$ cat src/rtl/powlib_sfifo_core_pkg.sv
// powlib_sfifo_core_pkg: shared sizing and pointer-encoding helpers for the FIFO family.
package powlib_sfifo_core_pkg;
  function automatic int clog2(input int v);
    int r;
    r = 1;
    for (int i = 1; i < 31; i++) r = ((1 << i) < v) ? i + 1 : r;
    return r;
  endfunction
  function automatic logic [31:0] gray_enc(input logic [31:0] b);
    return b ^ (b >> 1);
  endfunction
endpackage

$ cat src/rtl/powlib_sfifo_core_if.sv
// powlib_sfifo_core_if: write and read valid/ready streams of the FIFO.
interface powlib_sfifo_core_if #(parameter int W = 16);
  logic [W-1:0] wrdata;
  logic         wrvld;
  logic         wrrdy;
  logic [W-1:0] rddata;
  logic         rdvld;
  logic         rdrdy;
  modport slave (input wrdata, wrvld, rdrdy, output wrrdy, rddata, rdvld);
  modport master (output wrdata, wrvld, rdrdy, input wrrdy, rddata, rdvld);
endinterface

$ cat src/rtl/powlib_dpram.sv
// powlib_dpram: dual-port RAM with synchronous write and combinational read.
module powlib_dpram
  import powlib_sfifo_core_pkg::*;
#(
  parameter int W    = 16,
  parameter int D    = 8,
  parameter int EDBG = 0,
  parameter     ID   = "DPRAM"
) (
  input  logic                clk,
  input  logic [clog2(D)-1:0] wridx,
  input  logic [W-1:0]        wrdata,
  input  logic                wrvld,
  input  logic [clog2(D)-1:0] rdidx,
  output logic [W-1:0]        rddata
);
  logic [W-1:0] mem [D];
  always_ff @(posedge clk)
    if (wrvld) mem[wridx] <= wrdata;
  assign rddata = mem[rdidx];
  // Debug tracing hook; carries no hardware.
  if (EDBG != 0 && $bits(ID) != 0) begin : g_dbg
  end
endmodule

$ cat src/rtl/powlib_sfifo_core.sv
// powlib_sfifo_core: single-clock FWFT FIFO, capacity D-1, full detected via rdptr-1 register.
module powlib_sfifo_core
  import powlib_sfifo_core_pkg::*;
#(
  parameter int W    = 16,
  parameter int D    = 8,
  parameter int EDBG = 0,
  parameter     ID   = "SFIFO"
) (
  input logic                  clk,
  input logic                  rst,
  powlib_sfifo_core_if.slave   f
);
  localparam int WP = clog2(D);
  localparam logic [WP-1:0] LAST = WP'(D - 1);
  logic [WP-1:0] wrptr_q, wrptr_d, rdptr_q, rdptr_d, rdptrm1_q, rdptrm1_d;
  logic          wrinc, rdinc;
  assign f.wrrdy = wrptr_q != rdptrm1_q;
  assign f.rdvld = rdptr_q != wrptr_q;
  assign wrinc   = f.wrvld & f.wrrdy;
  assign rdinc   = f.rdvld & f.rdrdy;
  always_comb begin
    wrptr_d   = !wrinc ? wrptr_q : (wrptr_q == LAST) ? '0 : wrptr_q + 1'b1;
    rdptr_d   = !rdinc ? rdptr_q : (rdptr_q == LAST) ? '0 : rdptr_q + 1'b1;
    rdptrm1_d = rdinc ? rdptr_q : rdptrm1_q;
  end
  always_ff @(posedge clk) begin
    if (!rst) begin
      wrptr_q   <= '0;
      rdptr_q   <= '0;
      rdptrm1_q <= LAST;
    end else begin
      wrptr_q   <= wrptr_d;
      rdptr_q   <= rdptr_d;
      rdptrm1_q <= rdptrm1_d;
    end
  end
  powlib_dpram #(.W(W), .D(D), .EDBG(EDBG), .ID({ID, "_DPRAM"})) u_ram (
    .clk    (clk),
    .wridx  (wrptr_q),
    .wrdata (f.wrdata),
    .wrvld  (wrinc),
    .rdidx  (rdptr_q),
    .rddata (f.rddata)
  );
endmodule

$ cat src/flat_wrapper.sv
// flat-port wrapper written by rule: the top's interface ports become plain ports
module powlib_sfifo_core_flat import powlib_sfifo_core_pkg::*;
#(
  parameter int W    = 16,
  parameter int D    = 8,
  parameter int EDBG = 0,
  parameter     ID   = "     "
)
  (clk, rst, f_wrdata, f_wrvld, f_rdrdy, f_wrrdy, f_rddata, f_rdvld);
  powlib_sfifo_core_if #(.W(W)) f_i ();
  input logic clk;
  input logic rst;
  input wire logic [$bits(f_i.wrdata)-1:0] f_wrdata;
  input wire logic [$bits(f_i.wrvld)-1:0] f_wrvld;
  input wire logic [$bits(f_i.rdrdy)-1:0] f_rdrdy;
  output wire logic [$bits(f_i.wrrdy)-1:0] f_wrrdy;
  output wire logic [$bits(f_i.rddata)-1:0] f_rddata;
  output wire logic [$bits(f_i.rdvld)-1:0] f_rdvld;
  assign f_i.wrdata = f_wrdata;
  assign f_i.wrvld = f_wrvld;
  assign f_i.rdrdy = f_rdrdy;
  assign f_wrrdy = f_i.wrrdy;
  assign f_rddata = f_i.rddata;
  assign f_rdvld = f_i.rdvld;
  powlib_sfifo_core #(.W(W), .D(D), .EDBG(EDBG), .ID(ID)) u_core (.clk(clk), .rst(rst), .f(f_i));
endmodule
$ cat config.mk
export PLATFORM = sky130hd
export DESIGN_NAME = powlib_sfifo_core_flat
export DESIGN_NICKNAME = d
export VERILOG_FILES = /design/src/rtl/powlib_sfifo_core_pkg.sv /design/src/rtl/powlib_sfifo_core_if.sv /design/src/rtl/powlib_dpram.sv /design/src/rtl/powlib_sfifo_core.sv /design/src/flat_wrapper.sv
export SDC_FILE = /design/constraint.sdc
export NUM_CORES = 1
export LEC_CHECK = 0
export CAP_MARGIN = 25
export CORE_UTILIZATION = 35
export CTS_CLUSTER_DIAMETER = 80
export CTS_CLUSTER_SIZE = 12
export DETAILED_ROUTE_END_ITERATION = 7
export PLACE_DENSITY_LB_ADDON = 0.3
export SLEW_MARGIN = 20
export SYNTH_ARGS = -nofsm -noshare
export SYNTH_HDL_FRONTEND = slang
export SYNTH_SLANG_ARGS = --single-unit
$ cat constraint.sdc
create_clock -name clk -period 5.6 [get_ports clk]
set_clock_uncertainty 0.2 [all_clocks]
set_input_delay 1.12 -clock clk [delete_from_list [all_inputs] [get_ports clk]]
set_output_delay 1.12 -clock clk [all_outputs]
set_load 0.05 [all_outputs]
==> results of run 1 <==
==> synth_stat cells, types with 6 or more instances <==
library cell	number
xor2_1	6
dfxtp_1	12
inv_1	8
xnor2_1	6
a21oi_1	7
mux4_1	28
edfxtp_1	128
nor2_1	6
mux2_2	17
==> sequential cells by signal, summed over array words and instances, names as in the netlist, named ones only <==
name and flops:
u_core.wrptr_q 3, u_core.rdptr_q 3, u_core.rdptrm1_q 3, u_core.u_ram.mem 128
==> kinds of logic (layout without fill, tap and decap cells) <==
group	count (synthesis)	count (layout)
adders and majority gates	4	4
DFF	140	140
buffers and inverters	24	86
AOI/OAI and AO/OA	28	28
muxes	49	49
xor gates and xnor gates	12	12
and+or+nand+nor	33	33
==> critical path: stages (launching register included) <==
cell	delay [ps]
dfxtp_2	580
buf_12	250
mux4_1	590
mux2_2	300
clkdlybuf4s50_1	710
==> power breakdown <==
| group | internal, uW | switching (uW) |
|---|---|---|
| clock | 690 | 392 |
| sequential | 1190 | 44.3 |
| combinational | 167 | 222 |
| total | 2050 | 659 |
==> through the flow <==
step                      setup WS (ps)  utilization [%]
after floorplan                    2318                -
after global placement             1559            39.95
after detailed placement           1559            39.95
after CTS                          1086            43.49
after global routing               1331            43.62
final                              1429            43.62
==> how the worst max path moves through the flow <==
| stage | start | depth (start not counted) | end |
|---|---|---|---|
| final | register | 4 | f_rddata[10] |
| after global routing | register | 4 | f_rddata[10] |
| after CTS | register | 3 | f_rddata[10] |
| after detailed placement | register | 3 | f_rddata[4] |
| after global placement | register | 3 | f_rddata[4] |
| after floorplan | f_wrvld | 3 | u_core.u_ram.mem[1][0]$_DFFE_PP_ |
==> area by class of cell <==
type	count	area (um2)	area share, %
Clock inverter	11	125.1	1.799
Tap cell	216	270.3	3.886
Multi-Input combinational cell	126	1551	22.31
Clock buffer	21	440.4	6.333
Timing Repair Buffer	46	450.4	6.477
Sequential cell	140	4086	58.76
Inverter	8	30.03	0.4318
==> metal layers <==
layer / wire (um) / share of wire, % / global-route usage [%]
met5: 0 / 0 / 0
met4: 133 / 1.2 / 5.335
met3: 435 / 4.1 / 4.469
met2: 5228 / 49 / 21.78
met1: 4912 / 46 / 17.55
==> summary.md, run 1 <==
| Metric | Value |
|---|---|
| Status | `complete, no violations` |
| Post-Place Cells | `535` |
| Mux cell area share after synthesis | `17.72%` |
| Placed cell areas | `0.006369 mm2` |
| Min-delay src | `u_core.rdptrm1_q[0]$_SDFFE_PN1P_` |
| Post-CTS Hold Fix Bufs | `0` |
| CTS max path bufs | `2` |
| Critical Setup Path Class | `register to output pin` |
| Tot GR Track Use | `13.74%` |
| WHS | `375.1 ps` |
| EDFF count, synth | `128` |
| Die Ht | `130.1 um` |
| Post-Synth Adder-Cell Area | `0.8718%` |
| CTS sink cnt | `140` |
| Min-Delay Path Depth | `2` |
| Nets | `363` |
| XOR/XNOR share of the synthesized area | `1.831%` |
| Diodes inserted | `0` |
| Crit path max fanout | `21` |
| Worst reg2reg path startpoint | `u_core.wrptr_q[1]$_SDFFE_PN0P_` |
| Post-layout total power | `2705 uW` |
| Most frequent cells in the layout | `128 x edfxtp_1, 37 x clkdlybuf4s50_1, 28 x mux4_1` |
| Clk Latency, worst-skew pair | `420 ps` |
| Part of the cycle the worst path needs | `74.47%` |
| Fmax | `239.8 MHz` |
| Drt pass-1 iters | `5` |
| Fin cells | `568` |
| Avg Vias per Cell | `5.018` |
| Final HPWL DP | `6273 um` |
| Worst-path clk slew | `60 ps` |
| I/O Buffers | `37` |
| Register bit total from synthesis | `140` |
| DR iter-0 viols | `300` |
| Relative slew slack | `33.21%` |
| P_leak | `0.002293 uW` |
| Commonest non-fill, non-tap cell in the layout | `edfxtp_1` |
| TritonCTS clock tree | `done` |
| Synth top area cells | `edfxtp_1 67%, mux4_1 13%, dfxtp_1 4.2%` |
| Final instance area | `0.006954 mm2` |
| Slew Viols, Final | `0` |
| # IOs | `38` |
| Max VDD drop | `0.0002119 V` |
| RSZ-0062 raised after global routing | `no` |
| Num rows | `46` |
| Power Dens Cells | `389.0 mW/mm2` |
| First-pass GRT wire length | `16,220 um` |
| Reg2Reg Depth | `4` |
| Post-Synth Simple-Gate Area | `3.008%` |
| Final setup viols | `0` |
| Library cells used by synthesis | `36` |
| Ys flop type | `edfxtp_1` |
| Syn_nets | `314` |
| ANT nets after route | `0` |
| Setup_tns | `0 ps` |
| Gpl congestion | `0.8916` |
| Hold worst-path end | `u_core.wrptr_q[0]$_SDFFE_PN0P_` |
| Max-cap violation count | `0` |
| Routed wire length | `10,710 um` |
| Vias in the first global route | `2,927` |
| R2r setup slk | `2770 ps` |
| Compound-Gate Fraction of Synth Area | `3.248%` |
| Top-area cell type share of the netlist area | `66.96%` |
| Synth area leader | `edfxtp_1` |
| Mapped Cells | `290` |
| DRC | `0` |
| Hold violation count in the final report | `0` |
| Setup bufs post-CTS | `0` |
| Filler instances | `1,381` |
| Starting Density | `36.01%` |
| Number of antenna violations at the first check in global routing | `0` |
| Post-Syn Area per Cell | `19.79 um2` |
| Drt wl/cell | `18.86 um` |
| Area Overhead vs Synth | `21.14%` |
| Core box area | `0.01594 mm2` |
| Number of synthesis warnings | `0` |
| CTS resizes | `0` |
| Slew @ Worst Pin | `1001 ps` |
| Startpoint types | `register` |
| Seq/Total Area, Yosys | `71.14%` |
| Asr flop ratio synth | `0%` |
| Endpoint class of the critical path | `output pin` |
| Num CTS Buffers | `17` |
| CTS H-tree depth | `4` |
| Die area | `0.01692 mm2` |
| Reg2reg end | `u_core.u_ram.mem[0][8]$_DFFE_PP_` |
| CP arrival | `2850 ps` |
| Layout cells sized above 1 | `17.33%` |
| Global route total overflow | `0` |
| Via count | `2,850` |
| Synthesized area | `0.005741 mm2` |
| Hold Crit Class | `register to register` |
| Fin crit period | `4171 ps` |
| Root buf cell | `clkbuf_16` |
| Die W | `130.1 um` |
| Pin count of the biggest net entering global routing | `33` |
| Required time of the worst setup path | `4280 ps` |
| Largest family of logic cells by synthesized area | `multiplexers` |
No activity file was read; power rests on OpenSTA's default activity.
==> run 2: changes to the inputs <==
==> constraint.sdc (replaced) <==
create_clock -name clk -period 3.4 [get_ports clk]
set_clock_uncertainty 0.2 [all_clocks]
set_input_delay 0.68 -clock clk [delete_from_list [all_inputs] [get_ports clk]]
set_output_delay 0.68 -clock clk [all_outputs]
set_load 0.05 [all_outputs]
==> summary.md, run 2 (synthesis gave the netlist of run 1 again) <==
| Metric | Value |
|---|---|
| Status | `complete, no violations` |
| # IOs | `38 (unchanged)` |
| Clk Latency, worst-skew pair | `420 ps (about the same)` |
| Power Dens Cells | `641.5 mW/mm2 (+65%)` |
| Root buf cell | `clkbuf_16` |
| Die W | `130.1 um (unchanged)` |
| Tot GR Track Use | `14.24% (+0.50 points)` |
| Hold Crit Class | `register to register` |
| Slew Viols, Final | `0 (unchanged)` |
| Critical Setup Path Class | `register to output pin` |
| Max VDD drop | `0.0004048 V (+91%)` |
| Final Util | `43.70% (+0.078 points)` |
| Final setup viols | `0 (unchanged)` |
| Drt pass-1 iters | `4 (-1)` |
| Sw Share | `24.74% (+0.38 points)` |
| Die area | `0.01692 mm2 (unchanged)` |
| Logic pwr share | `15.0% (+0.6 points)` |
| Area Overhead vs Synth | `21.36%` |
| Gpl congestion | `0.8129 (-8.8%)` |
| First-pass GRT wire length | `16,910 um (+4.3%)` |
| DR iter-0 viols | `229 (-24%)` |
| Core box area | `0.01594 mm2 (unchanged)` |
| Diodes inserted | `0 (unchanged)` |
| Crit path max fanout | `12 (-43%)` |
| CTS sink cnt | `140 (unchanged)` |
| Fin crit period | `3225 ps` |
| DRC | `0 (unchanged)` |
| ANT nets after route | `0 (unchanged)` |
| Clock network power share | `40.3% (+0.3 points)` |
| Slew @ Worst Pin | `698.8 ps (-301.7 ps)` |
| Via count | `2,878 (+0.98%)` |
| Global route total overflow | `0 (unchanged)` |
| Hold worst-path end | `u_core.wrptr_q[0]$_SDFFE_PN0P_` |
| Min-delay src | `u_core.rdptrm1_q[0]$_SDFFE_PN1P_` |
| Post-CTS Hold Fix Bufs | `0 (unchanged)` |
| Power Internal | `3363 uW (+64%)` |
| Starting Density | `36.01% (unchanged)` |
| Num rows | `46 (unchanged)` |
| Flop pwr share | `44.7% (-0.9 points)` |
| P_leak | `0.002333 uW (+1.7%)` |
| Final HPWL DP | `6357 um (+1.3%)` |
| Max-cap violation count | `0 (unchanged)` |
| R2r setup slk | `1180 ps (-1590 ps)` |
| Fmax | `310.1 MHz` |
| Worst reg2reg path startpoint | `u_core.wrptr_q[1]$_SDFFE_PN0P_` |
| Die Ht | `130.1 um (unchanged)` |
| Setup bufs post-CTS | `0 (unchanged)` |
| Avg Vias per Cell | `5.023 (+0.10%)` |
| Relative slew slack | `53.02% (+20 points)` |
| Max reg flops | `128 (unchanged)` |
| Commonest non-fill, non-tap cell in the layout | `edfxtp_1` |
| Reg2Reg Depth | `4 (unchanged)` |
| RSZ-0062 raised after global routing | `no` |
| Most frequent cells in the layout | `128 x edfxtp_1, 29 x buf_4, 28 x mux4_1` |
| Num CTS Buffers | `17 (unchanged)` |
| CP arrival | `2340 ps (-510 ps)` |
| Post-layout total power | `4469 uW (+65%)` |
| TritonCTS clock tree | `done` |
| Routed wire length | `10,870 um (+1.5%)` |
| Required time of the worst setup path | `2520 ps (-1760 ps)` |
| Number of antenna violations at the first check in global routing | `0 (unchanged)` |
| Startpoint types | `register` |
| CTS resizes | `0 (unchanged)` |
| I/O Buffers | `37 (unchanged)` |
| Placed cell areas | `0.006385 mm2 (+0.26%)` |
| Min-Delay Path Depth | `2 (unchanged)` |
| Part of the cycle the worst path needs | `94.85%` |
| Worst-path clk slew | `60 ps (about the same)` |
| Layout cells sized above 1 | `23.81% (+6.5 points)` |
| NetSw | `1106 uW (+68%)` |
| Nets | `368 (+1.4%)` |
| Endpoint class of the critical path | `output pin` |
| Reg2reg end | `u_core.u_ram.mem[7][13]$_DFFE_PP_` |
| Final instance area | `0.006967 mm2 (+0.18%)` |
| Setup_tns | `0 ps (unchanged)` |
| Pin count of the biggest net entering global routing | `33 (unchanged)` |
| Drt wl/cell | `18.98 um (+0.64%)` |
| Hold violation count in the final report | `0 (unchanged)` |
| Reg with most FFs | `u_core.u_ram.mem` |
| CTS H-tree depth | `4 (unchanged)` |
| CTS max path bufs | `2 (unchanged)` |
| Vias in the first global route | `3,102 (+6.0%)` |
==> run 2: cell types whose count changed in the layout (fill, tap and decap cells not counted) <==
cell             delta
dfxtp_1             +1
clkinv_4            +1
dfxtp_2             -1
clkinvlp_4          +3
clkbuf_1            -3
clkinv_1            -1
buf_4              +21
clkdlybuf4s50_1    -16
==> run 2: worst max-delay path by stage <==
stage | slack [ps] | startpoint | cells after the start | endpoint
6_report | 180 | u_core.wrptr_q[2]$_SDFFE_PN0P_ | 4 | f_rdvld
5_1_grt | 50 | u_core.wrptr_q[0]$_SDFFE_PN0P_ | 4 | f_rdvld
4_1_cts | 160 | u_core.wrptr_q[2]$_SDFFE_PN0P_ | 4 | f_rdvld
3_5_place_dp | 640 | u_core.wrptr_q[2]$_SDFFE_PN0P_ | 4 | f_rdvld
3_3_place_gp | 690 | u_core.wrptr_q[0]$_SDFFE_PN0P_ | 4 | f_rdvld
2_1_floorplan | 560 | f_wrvld | 3 | u_core.u_ram.mem[1][0]$_DFFE_PP_
==> run 2: area by class of cell <==
cell class	count	area, um2
Tap cell	216	270.3
Timing Repair Buffer	51	447.9
Fill cell	1401	8976
Sequential cell	140	4085
Clock buffer	18	429.2
Clock inverter	14	152.6
Inverter	8	30.03
Multi-Input combinational cell	126	1551
==> run 2: worst max-delay path, cell delays in order, from the launching register on <==
cell             delay (ps)
dfxtp_1                 610
xor2_1                  330
nor3_1                  120
inv_1                    70
clkdlybuf4s50_1         790
==> run 2: layer usage <==
| layer | vias up | wire length [um] | global-route usage, % |
|---|---|---|---|
| li1 | 1325 | - | - |
| met5 | - | 0 | 0 |
| met4 | 0 | 144 | 5.677 |
| met3 | 13 | 465 | 4.510 |
| met1 | 1486 | 4799 | 17.70 |
| met2 | 54 | 5463 | 23.15 |
==> run 2: per-stage QoR <==
step           std cells  hold WS [ps]  setup WS, ps
6_report             573         346.0         175.2
3_5_place_dp         541         335.4         639.6
5_1_grt              573         380.0         49.43
2_1_floorplan        290         296.1         558.0
3_3_place_gp         541         347.8         693.8
4_1_cts              573         346.8         164.0
==> run 2: power by group through the flow <==
stage	Clock (uW)	Combinational, uW	Sequential (uW)
after floorplan	0	486	2010
after global placement	0	671	2030
after detailed placement	0	679	2030
after CTS	1840	682	2000
after global routing	1920	720	2010
final	1800	670	2000
==> run 3: changes to the inputs <==
--- a/config.mk
+++ b/config.mk
@@ -6,7 +6,10 @@
 export NUM_CORES = 1
 export LEC_CHECK = 0
 export CAP_MARGIN = 25
+export CELL_PAD_IN_SITES_DETAIL_PLACEMENT = 1
+export CELL_PAD_IN_SITES_GLOBAL_PLACEMENT = 1
 export CORE_UTILIZATION = 35
+export CTS_BUF_LIST = sky130_fd_sc_hd__clkbuf_8
 export CTS_CLUSTER_DIAMETER = 80
 export CTS_CLUSTER_SIZE = 12
 export DETAILED_ROUTE_END_ITERATION = 7
==> summary.md, run 3 (synthesis gave the netlist of run 1 again) <==
| Metric | Value |
|---|---|
| DR iter-0 viols | `183 (-20%)` |
| Global route total overflow | `0 (unchanged)` |
| Hold violation count in the final report | `0 (unchanged)` |
| Die Ht | `130.1 um (unchanged)` |
| Endpoint class of the critical path | `output pin` |
| Num CTS Buffers | `17 (unchanged)` |
| Max reg flops | `128 (unchanged)` |
| Required time of the worst setup path | `2520 ps (about the same)` |
| ANT nets after route | `0 (unchanged)` |
| Most frequent cells in the layout | `128 x edfxtp_1, 30 x buf_4, 28 x mux4_1` |
| Post-CTS Hold Fix Bufs | `0 (unchanged)` |
| Layout cells sized above 1 | `24.86% (+1.1 points)` |
| Fmax | `323.2 MHz (+4.2%)` |
| Slew Viols, Final | `0 (unchanged)` |
| Area of the multi-input gates | `0.001551 mm2 (unchanged)` |
| R2r setup slk | `1160 ps (-20 ps)` |
| Status | `complete, no violations` |
| # IOs | `38 (unchanged)` |
| Final instance area | `0.006803 mm2 (-2.4%)` |
| CTS sink cnt | `140 (unchanged)` |
| Clk Latency, worst-skew pair | `430 ps (about the same)` |
| RSZ-0062 raised after global routing | `no` |
| CP arrival | `2210 ps (-130 ps)` |
| Relative slew slack | `51.87% (-1.1 points)` |
| Reg2reg end | `u_core.u_ram.mem[6][15]$_DFFE_PP_` |
| I/O Buffers | `37 (unchanged)` |
| Gpl congestion | `0.7890 (-2.9%)` |
| First-pass GRT wire length | `17,250 um (+2.0%)` |
| Vias in the first global route | `3,123 (+0.68%)` |
| Via count | `2,896 (+0.63%)` |
| Worst reg2reg path startpoint | `u_core.wrptr_q[1]$_SDFFE_PN0P_` |
| Critical Setup Path Class | `register to output pin` |
| Core box area | `0.01594 mm2 (unchanged)` |
| Area Overhead vs Synth | `18.50%` |
| Part of the cycle the worst path needs | `91.00% (-3.8 points)` |
| Placed cell areas | `0.006392 mm2 (+0.12%)` |
| Crit path max fanout | `16 (+4)` |
| CTS H-tree depth | `4 (unchanged)` |
| Pin count of the biggest net entering global routing | `33 (unchanged)` |
| Avg Vias per Cell | `5.045 (+0.45%)` |
| Min-delay src | `u_core.rdptrm1_q[0]$_SDFFE_PN1P_` |
| Slew @ Worst Pin | `715.9 ps (+17.10 ps)` |
| Drt pass-1 iters | `4 (unchanged)` |
| Max VDD drop | `0.0002143 V (-47%)` |
| Die area | `0.01692 mm2 (unchanged)` |
| Power Dens Cells | `590.9 mW/mm2 (-7.9%)` |
| Tot GR Track Use | `14.42% (+0.18 points)` |
| Num rows | `46 (unchanged)` |
| Nets | `369 (+0.27%)` |
| Commonest non-fill, non-tap cell in the layout | `edfxtp_1` |
| DRC | `0 (unchanged)` |
| CTS max path bufs | `2 (unchanged)` |
| Die W | `130.1 um (unchanged)` |
| Root buf cell | `clkbuf_8` |
| Filler instances | `1,566 (+12%)` |
| Setup bufs post-CTS | `0 (unchanged)` |
| Final setup viols | `0 (unchanged)` |
| Drt wl/cell | `19.43 um (+2.4%)` |
| Area occupied by registers | `0.004088 mm2 (about the same)` |
| Diodes inserted | `0 (unchanged)` |
| TritonCTS clock tree | `done` |
| Hold worst-path end | `u_core.wrptr_q[0]$_SDFFE_PN0P_` |
| Reg with most FFs | `u_core.u_ram.mem` |
| Number of antenna violations at the first check in global routing | `0 (unchanged)` |
| Fin crit period | `3094 ps (-130.7 ps)` |
| Worst-path clk slew | `70 ps (about the same)` |
| Hold Crit Class | `register to register` |
| Reg2Reg Depth | `4 (unchanged)` |
| Min-Delay Path Depth | `2 (unchanged)` |
| Starting Density | `36.01% (unchanged)` |
| Startpoint types | `register` |
| P_leak | `0.002265 uW (-2.9%)` |
| Setup_tns | `0 ps (unchanged)` |
| Final HPWL DP | `6824 um (+7.4%)` |
| Max-cap violation count | `0 (unchanged)` |
| Routed wire length | `11,150 um (+2.5%)` |
==> run 3: changes by cell type in the layout (fill, tap and decap cells not counted), sizes merged <==
cell	delta
clkdlybuf4s50	-1
clkinvlp	+1
clkinv	-3
dlymetal6s2s	+1
clkbuf	-1
buf	+1
inv	+3
==> run 3: area by class of cell <==
type / count / area share (%)
timing repair buffer: 52 / 6.732
sequential: 140 / 60.09
inverter: 8 / 0.4414
multi-input combinational: 126 / 22.81
tap: 216 / 3.973
clock buffer: 17 / 3.439
clock inverter: 15 / 2.520
==> run 3: worst max-delay path, cell delays in order (launching register included) <==
cell and delay, ps:
dfxtp_2 550, xor2_1 270, nor2_1 100, nand2_1 70, clkdlybuf4s50_1 790
==> run 3: repair_timing <==
| action | in CTS | in global routing |
|---|---|---|
| resized for setup | 1 | 2 |
| pin swaps | 0 | 0 |
| setup endpoints to repair | 1 | 1 |
==> run 3: per-stage QoR <==
stage / hold slack, ps / power [uW] / instances / worst slack [ps] / util [%]
after floorplan: 296.1 / 2499 / 290 / 558.0 / -
final: 363.4 / 4019 / 574 / 305.9 / 42.67
after global routing: 395.5 / 4186 / 574 / 141.3 / 42.67
after global placement: 358.3 / 2699 / 542 / 497.7 / 40.10
after CTS: 378.0 / 4076 / 574 / 100.5 / 42.65
after detailed placement: 367.5 / 2716 / 542 / 421.9 / 40.10
==> run 3: report_power, final <==
group	total, uW	internal [uW]	switching [uW]
Clock	1350	721	631
Sequential	2000	1960	45.7
Combinational	666	266	401
Total	4020	2940	1080
==> run 3: worst max-delay path by stage <==
stage | depth (start not counted) | slack (ps) | from | end
floorplan | 3 | 560 | f_wrvld | u_core.u_ram.mem[1][0]$_DFFE_PP_
detailed placement | 4 | 420 | u_core.wrptr_q[1]$_SDFFE_PN0P_ | f_rdvld
finish | 4 | 310 | u_core.wrptr_q[1]$_SDFFE_PN0P_ | f_wrrdy
global route | 4 | 140 | u_core.wrptr_q[1]$_SDFFE_PN0P_ | f_wrrdy
CTS | 4 | 100 | u_core.wrptr_q[0]$_SDFFE_PN0P_ | f_rdvld
global placement | 4 | 500 | u_core.wrptr_q[1]$_SDFFE_PN0P_ | f_rdvld
==> run 3: routing by layer <==
| layer | global-route usage, % | vias to the layer above | routed length, um |
|---|---|---|---|
| met5 | 0 | - | 0 |
| met4 | 4.514 | 0 | 116 |
| met3 | 4.346 | 11 | 366 |
| met2 | 24.16 | 45 | 5618 |
| met1 | 17.95 | 1514 | 5048 |
| li1 | - | 1326 | - |
==> RTL change: new RTL, settings of run 2 <==
`D` is set to 8 in 3 places; all go to 16.
--- a/src/rtl/powlib_dpram.sv
+++ b/src/rtl/powlib_dpram.sv
@@ -4,5 +4,5 @@
 #(
   parameter int W    = 16,
-  parameter int D    = 8,
+  parameter int D    = 16,
   parameter int EDBG = 0,
   parameter     ID   = "DPRAM"
--- a/src/rtl/powlib_sfifo_core.sv
+++ b/src/rtl/powlib_sfifo_core.sv
@@ -4,5 +4,5 @@
 #(
   parameter int W    = 16,
-  parameter int D    = 8,
+  parameter int D    = 16,
   parameter int EDBG = 0,
   parameter     ID   = "SFIFO"
--- a/src/flat_wrapper.sv
+++ b/src/flat_wrapper.sv
@@ -3,5 +3,5 @@
 #(
   parameter int W    = 16,
-  parameter int D    = 8,
+  parameter int D    = 16,
   parameter int EDBG = 0,
   parameter     ID   = "     "
Check against the original RTL: not equivalent (a bounded check fails within 10 cycles, from zero or initial values and one cycle with rst low).
==> RTL change against run 2 <==
Design area rose by 79%. Wire length up 100%. Worst setup slack worse by 0.027 ns. Total power increased by 63%. Sequential share of layout area rose by 5.7 points. Non-clock buffer count is 17 higher. Sequential cell count grew 132. Area after synthesis increased by 82%. Highest routed layer unchanged.
==> RTL change: results (changes against run 2) <==
R2R cell count=6 (was 4); CP arrival=2.37 ns (was 2.34 ns); vias per inst=5.158 (was 5.023); Hold Path Sink=u_core.rdptrm1_q[3] (was u_core.wrptr_q[0]); outcome=completed (unchanged); Longest Clk Path Bufs=3 (was 2); number of global-route vias before repair=5413 (was 3102); Routed WL=22250 um (was 10870 um); PD cells=585.3 mW/mm^2 (was 641.5 mW/mm^2); post-synthesis compound-gate area fraction=3.782% (was 3.248%); Post-synth EDFFs=256 (was 128); XOR/XNOR share of the synthesized area=0.6702% (was 1.831%); nonclk buf count=68 (was 51); Global Route Usage Sum=15.01% (was 14.24%); Clk network pwr share=37.2% (was 40.3%); worst flop-to-flop path endpoint=u_core.u_ram.mem[12][13] (was u_core.u_ram.mem[7][13]); sequential share of cell area=64.34% (was 58.64%); number of flip-flops in the largest register=256 (was 128); Syn Nets=526 (was 314); H-Tree Depth=1 (was 4); asr flop ratio synth=0% (unchanged); top post-synthesis cells by area=edfxtp_1 74%, mux4_2 14%, dfxtp_1 3.1% (was edfxtp_1 67%, mux4_1 13%, dfxtp_1 4.2%); R2R Setup Slk=0.95 ns (was 1.18 ns); FILL cells=2534 (was 1401); DRT Pass-1 Iters=5 (was 4); Most flops, register=u_core.u_ram.mem (unchanged); Root Buffer=clkbuf_16 (unchanged); Comb pwr share=11.3% (was 15.0%); worst vdd ir=0.3798 mV (was 0.4048 mV); Clock buf/inv share=6.268% (was 8.351%); relative slew slack=58.75% (was 53.02%); global-route wire length before repair=33780 um (was 16910 um); antenna cells=0 (unchanged); DRT iter0 DRCs=497 (was 229); Hold WC Path Type=reg -> reg (unchanged); Non-clk invs=4 (was 8); Final nets=596 (was 368); register area share after synthesis=76.59% (was 71.14%); Core ar.=0.02901 sq mm (was 0.01594 sq mm); Post-DP HPWL=11990 um (was 6357 um); layout cells sized above 1=27.07% (was 23.81%); fraction of area in multi-input gates=18.89% (was 22.27%); #MultiIn Comb=199 (was 126); reg-to-reg critical path startpoint=u_core.wrptr_q[2] (was u_core.wrptr_q[1]); #FFs+latches synth=272 (was 140); crit-path max FO=20 (was 12); gpl congestion=0.7306 (was 0.8129); Final non-clock buffer share=6.529% (was 6.430%); P_leak=3.947 nW (was 2.333 nW); mux contribution to synthesized area=14.17% (was 17.72%); Net Sw Frac=22.17% (was 24.74%); Yosys cell types=38 (was 36); clk_lat worst skew=0.52 ns (was 0.42 ns); Post-synth top cells=256 x edfxtp_1, 64 x mux4_2, 33 x nand2_1 (was 128 x edfxtp_1, 28 x mux4_1, 17 x mux2_2); CLK BUF=47 (was 18); cts bufs inserted=26 (was 17); Area after DPL=0.01164 sq mm (was 0.006385 sq mm); initial antenna violation count=0 (unchanged); hold_sp=u_core.rdptrm1_q[3] (was u_core.rdptrm1_q[0]); Post-Synth Adder-Cell Area=0.5984% (was 0.8718%)
[RTL change: repair_timing]
item	4_1_cts	5_1_grt
buffers inserted	4	0
resized for setup	1	1
endpoints found under the setup margin	17	1
[RTL change: how the worst max path moves through the flow]
stage	startpoint	cells past startpoint	end	slack [ns]
floorplan	f_wrvld	4	u_core.u_ram.mem[3][0]	0.42
global placement	flop	5	f_rddata[12]	0.50
detailed placement	flop	5	f_rddata[2]	0.46
CTS	u_core.wrptr_q[0]	3	f_rdvld	0.04
global route	flop	5	f_rddata[9]	0.04
finish	flop	5	f_rddata[9]	0.15
[RTL change: per-stage QoR]
step	std cells	hold WS, ns	setup slack [ns]	total power, W
after CTS	974	0.3120	0.03983	0.007365
after detailed placement	922	0.2957	0.4612	0.004648
after floorplan	501	0.2623	0.4222	0.004321
after global placement	922	0.2905	0.4964	0.004629
after global routing	975	0.3368	0.03699	0.007533
final	975	0.3079	0.1484	0.007290
[RTL change: critical path, cell delays in order (launching register included)]
cell and delay (ns):
dfxtp_4 0.47, buf_12 0.24, mux4_2 0.52, a22oi_1 0.22
nand2_1 0.18, buf_12 0.19
[RTL change: per-layer routing]
layer  track usage (%)  vias up  share of wire (%)
met2             23.38      131                 47
met3             2.285       43                5.4
met4             5.000        0                2.9
li1                  -     2216                  -
met5                 0        -                  0
met1             21.58     2639                 45
[RTL change: logic make-up (layout without fill, tap and decap cells)]
kind of cell,after synthesis,count (layout)
buffers and inverters,30,120
muxes,68,68
and+or+nand+nor,66,66
adders and majority gates,5,5
AOI/OAI and AO/OA,52,52
DFF,272,272
xor gates and xnor gates,8,8
